--- config.mk ---
export PLATFORM = sky130hd
export DESIGN_NAME = register_shift_universal
export DESIGN_NICKNAME = d
export VERILOG_FILES = /design/src/rtl/register_shift_universal.sv
export SDC_FILE = /design/constraint.sdc
export NUM_CORES = 1
export LEC_CHECK = 0
export CAP_MARGIN = 25
export CORE_MARGIN = 2
export CORE_UTILIZATION = 41
export DETAILED_ROUTE_END_ITERATION = 12
export PLACE_DENSITY = 0.77
export SYNTH_ARGS = -nofsm -noshare
export SYNTH_HDL_FRONTEND = slang
export SYNTH_SLANG_ARGS = --single-unit
--- constraint.sdc ---
create_clock -name clk -period 2.7 [get_ports clk]
set_clock_uncertainty 0.15 [all_clocks]
set_input_delay 0.54 -clock clk [delete_from_list [all_inputs] [get_ports clk]]
set_output_delay 0.54 -clock clk [all_outputs]
set_load 0.005 [all_outputs]
--- src/rtl/register_shift_universal.sv ---
// Universal shift register: hold, shift up/down, parallel load, word counter.
// Optional rotate input when SHIFT_ROTATE_EN is defined.
module register_shift_universal #(
  parameter int WIDTH = 8,
  parameter int CW    = $clog2(WIDTH+1)
) (
  input  logic             clk,
  input  logic             clear_n,
  input  logic             enable,
  input  logic [1:0]       mode,
  input  logic             serial_in_lsb,
  input  logic             serial_in_msb,
  input  logic [WIDTH-1:0] parallel_in,
  output logic [WIDTH-1:0] parallel_out,
  output logic             serial_out,
  output logic [CW-1:0]    shift_count,
  output logic             word_done
`ifdef SHIFT_ROTATE_EN
  ,
  input  logic             rotate
`endif
);

  localparam logic [1:0] M_HOLD = 2'b00;
  localparam logic [1:0] M_UP   = 2'b01;
  localparam logic [1:0] M_DN   = 2'b10;
  localparam logic [1:0] M_LOAD = 2'b11;

  localparam logic [CW-1:0] LAST = CW'(WIDTH-1);
  localparam logic [CW-1:0] ONE  = CW'(1);

  logic [WIDTH-1:0] q_q, q_d;
  logic             so_q, so_d;
  logic [CW-1:0]    cnt_q, cnt_d;
  logic             done_q, done_d;
  logic             shift;
  logic             fill_lsb;
  logic             fill_msb;

  always_comb begin
    fill_lsb = serial_in_lsb;
    fill_msb = serial_in_msb;
`ifdef SHIFT_ROTATE_EN
    if (rotate) begin
      fill_lsb = q_q[WIDTH-1];
      fill_msb = q_q[0];
    end
`endif
  end

  always_comb begin
    q_d    = q_q;
    so_d   = so_q;
    cnt_d  = cnt_q;
    done_d = 1'b0;
    shift  = 1'b0;
    if (enable) begin
      case (mode)
        M_HOLD: ;
        M_UP: begin
          so_d  = q_q[WIDTH-1];
          q_d   = {q_q[WIDTH-2:0], fill_lsb};
          shift = 1'b1;
        end
        M_DN: begin
          so_d  = q_q[0];
          q_d   = {fill_msb, q_q[WIDTH-1:1]};
          shift = 1'b1;
        end
        M_LOAD: begin
          q_d   = parallel_in;
          cnt_d = '0;
        end
        default: ;
      endcase
    end
    // a full word of shifts wraps the counter and pulses done once
    if (shift) begin
      if (cnt_q == LAST) begin
        cnt_d  = '0;
        done_d = 1'b1;
      end else begin
        cnt_d = cnt_q + ONE;
      end
    end
  end

  always_ff @(posedge clk or negedge clear_n) begin
    if (!clear_n) begin
      q_q    <= '0;
      so_q   <= 1'b0;
      cnt_q  <= '0;
      done_q <= 1'b0;
    end else begin
      q_q    <= q_d;
      so_q   <= so_d;
      cnt_q  <= cnt_d;
      done_q <= done_d;
    end
  end

  assign parallel_out = q_q;
  assign serial_out   = so_q;
  assign shift_count  = cnt_q;
  assign word_done    = done_q;

endmodule

==> metrics.cfg <==
[status]
outcome=finished clean

[synth]
ys_top_cells_by_area=sky130_fd_sc_hd__dfrtp_1 (48%), sky130_fd_sc_hd__a22o_1 (11%), sky130_fd_sc_hd__ha_1 (6.9%), sky130_fd_sc_hd__nand2_1 (6.7%), sky130_fd_sc_hd__o21ai_0 (6.2%)
synth_warnings=0
mappedNetlistArea_um2=727
synth_cell_types=20
syn_inst=76
synth.top_cells.by_count=sky130_fd_sc_hd__dfrtp_1 (14), sky130_fd_sc_hd__nand2_1 (13), sky130_fd_sc_hd__a22o_1 (9), sky130_fd_sc_hd__o21ai_0 (9), sky130_fd_sc_hd__a21oi_1 (8)
synthesis.area_per_instance_um2=9.57
postSynthRegisterBits=14
synth.yosys.seq_area_share=0.482
synthDominantCellAreaShare=0.482
postSynth.topFlopCell=sky130_fd_sc_hd__dfrtp_1
synth-async-reset-ratio=1.00
synth_enable_flop_cells=0
synth_largest_area_cell=sky130_fd_sc_hd__dfrtp_1
synthesis.nets=95
yosysMostFrequentCell=sky130_fd_sc_hd__dfrtp_1

[floorplan]
floorplan.io_pins=29
height_of_the_die_um=46.1
core_um2=1690
start_util=0.430
die_width_um=46.1
floorplan.die_area_um2=2130
rows=15

[global_routing]
grt.overflow.total=0
grt_start_max_net_pins=17
antenna_found_initial=0
first_global_vias=576
global_route.usage.total=0.164
global_route_wire_length_before_repair_um=2480

[cts]
clkSinkCount=14
htree_levels=1
ctsResizeCount=0
clock_path_buffers=2
post_cts_buffers=0
cts_tree=done
clock_insertion_delay_worst_skew_ns=0.29
clk_pin_slew_worst_paths_ns=0.09
numCtsBuffers=3
master_cell_of_the_clock_root_buffer=sky130_fd_sc_hd__clkbuf_4
postCtsHoldBufs=0

[final_layout]
finalNetCount=125
post_route_cells_drive_above_1_share=0.0571
postLayoutCoreUtil=0.622
antenna_cells=0
flow.area_growth_from_synthesis_pct=44.6
stdcell_count=122

[place]
total_placed_cells_including_tap_cells=118
place_congestion=0.721
dp.final_hpwl_um=1230
place.port_buffers=28
pre_cts_ws_ns=0.368

[hold_path]
hold_class=flip-flop to flip-flop

[worst_setup_path]
crit_path_start_kind=input pin
critical_path.cell_chain=clkdlybuf4s50_1 -> inv_1 -> ha_1 -> nand2_2 -> or4_1 -> nand3_1
critical-path-top-delay-family=simple AND/OR/NAND/NOR gates
crit_path_max_fanout=5
worst_ep_arrival_time_ns=2.12
worstSetupPathType=input pin to flip-flop
crit_slowest_cell=sky130_fd_sc_hd__clkdlybuf4s50_1
crit_buf_inv=2
endpoint_kind=flip-flop
worstPathRequired_ns=2.78
cp_slowest_stage_delay_ns=0.49

[sta]
max-slew-margin-rel=0.573
rsz_0062_raised_after_global_routing=no
setup_viol_count_final=0
final_min_period_over_clock_period=0.755
tightest_slew_ns=0.638
timing.final.crit_period_ns=2.04
slew_violations=0
fmax_mhz=490
setup-tns-final_ns=0
timing.final.ws_setup_ns=0.660
hold_viol_final=0

[route]
drtPass1Iterations=4
vias=695
post-route-drc-count=0
initialDrtViolationCount=20
post_drt_via_cell_ratio=5.70
drt-total-wl_um=1630
antenna_left=0
wire_per_inst_um=13.3

[power]
totalPowerFinal_uw=734
ir_worst_vdd_mv=0.411
leakage_uw=0.000455
powerDensity_nw_per_um2=699

[run]
maxCapViolCount=0

[registers in the layout (all words and copies together) (netlist names)]
name          cells
parallel_out      8
serial_out        1
shift_count       4
word_done         1
[final cells by class]
cell class,count,area [µm²]
inverters,2,7.51
fillers,144,638
clock buffers,4,36.3
multi-input cells,57,355
well taps,17,21.3
flip-flops and latches,14,350
repair buffers,28,280
[placed cells by master, fill, tap and decap left out]
| cell type | instances |
|---|---|
| sky130_fd_sc_hd__clkdlybuf4s50_1 | 28 |
| sky130_fd_sc_hd__dfrtp_1 | 14 |
| sky130_fd_sc_hd__nand2_1 | 13 |
| sky130_fd_sc_hd__a22o_1 | 9 |
| sky130_fd_sc_hd__o21ai_0 | 9 |
| sky130_fd_sc_hd__a21oi_1 | 8 |
| sky130_fd_sc_hd__ha_1 | 4 |
| sky130_fd_sc_hd__nand3_1 | 3 |
| sky130_fd_sc_hd__clkbuf_4 | 3 |
| sky130_fd_sc_hd__inv_1 | 2 |
| sky130_fd_sc_hd__mux2i_1 | 2 |
| sky130_fd_sc_hd__nand2_2 | 1 |
| sky130_fd_sc_hd__nor3_1 | 1 |
| sky130_fd_sc_hd__nand2b_1 | 1 |
| sky130_fd_sc_hd__nor2_2 | 1 |
| sky130_fd_sc_hd__o21ai_1 | 1 |
| sky130_fd_sc_hd__or4_1 | 1 |
| sky130_fd_sc_hd__a32o_1 | 1 |
| sky130_fd_sc_hd__nor2_1 | 1 |
| sky130_fd_sc_hd__o31ai_1 | 1 |
| sky130_fd_sc_hd__clkbuf_8 | 1 |
[report_power, final]
part / switching (µW) / internal (µW)
Sequential: 64.0 / 263
Combinational: 89.9 / 163
Clock: 72.6 / 82.1
Total: 226 / 508
[worst register-to-register path: stages, from the launching register on]
cell                      delay (ns)
sky130_fd_sc_hd__dfrtp_1        0.43
sky130_fd_sc_hd__ha_1           0.26
sky130_fd_sc_hd__or4_1          0.54
sky130_fd_sc_hd__nand3_1        0.09
[cell families (layout without fill, tap and decap cells)]
family / after synthesis / in the layout / synth area share
AO/OA/AOI/OAI: 29 / 29 / 0.256
adder cells (fa/ha/maj): 4 / 4 / 0.0688
buffers and inverters: 5 / 34 / 0.0293
flip-flops: 14 / 14 / 0.482
multiplexers: 2 / 2 / 0.0275
AND/OR/NAND/NOR: 22 / 22 / 0.136
[worst paths after layout]
path                           startpoint               to  slack, ns  depth (start not counted)
setup / recovery                  mode[0]   shift_count[3]       0.66                          6
hold / removal                 serial_out       serial_out       0.34                          2
setup reg to reg           shift_count[0]   shift_count[3]       1.18                          3
hold reg to reg                serial_out       serial_out       0.34                          2
max in group asynchronous         clear_n        word_done       1.50                          1
min in group asynchronous         clear_n  parallel_out[2]       0.49                          1
[routing by layer]
metal / share of wire / up-vias / global-route usage / routed length, µm
met5: 0 / - / 0 / 0
met4: 0.010 / 0 / 0.0514 / 17
met3: 0.043 / 2 / 0.0353 / 70
met2: 0.50 / 19 / 0.256 / 811
met1: 0.45 / 333 / 0.226 / 726
li1: - / 341 / - / -
[stage by stage]
step,instance area [µm²],hold slack [ns]
2_1_floorplan,727,0.0944
3_3_place_gp,1010,0.330
3_5_place_dp,1010,0.325
4_1_cts,1050,0.344
5_1_grt,1050,0.412
6_report,1050,0.338
No activity file was read; power rests on OpenSTA's default activity.
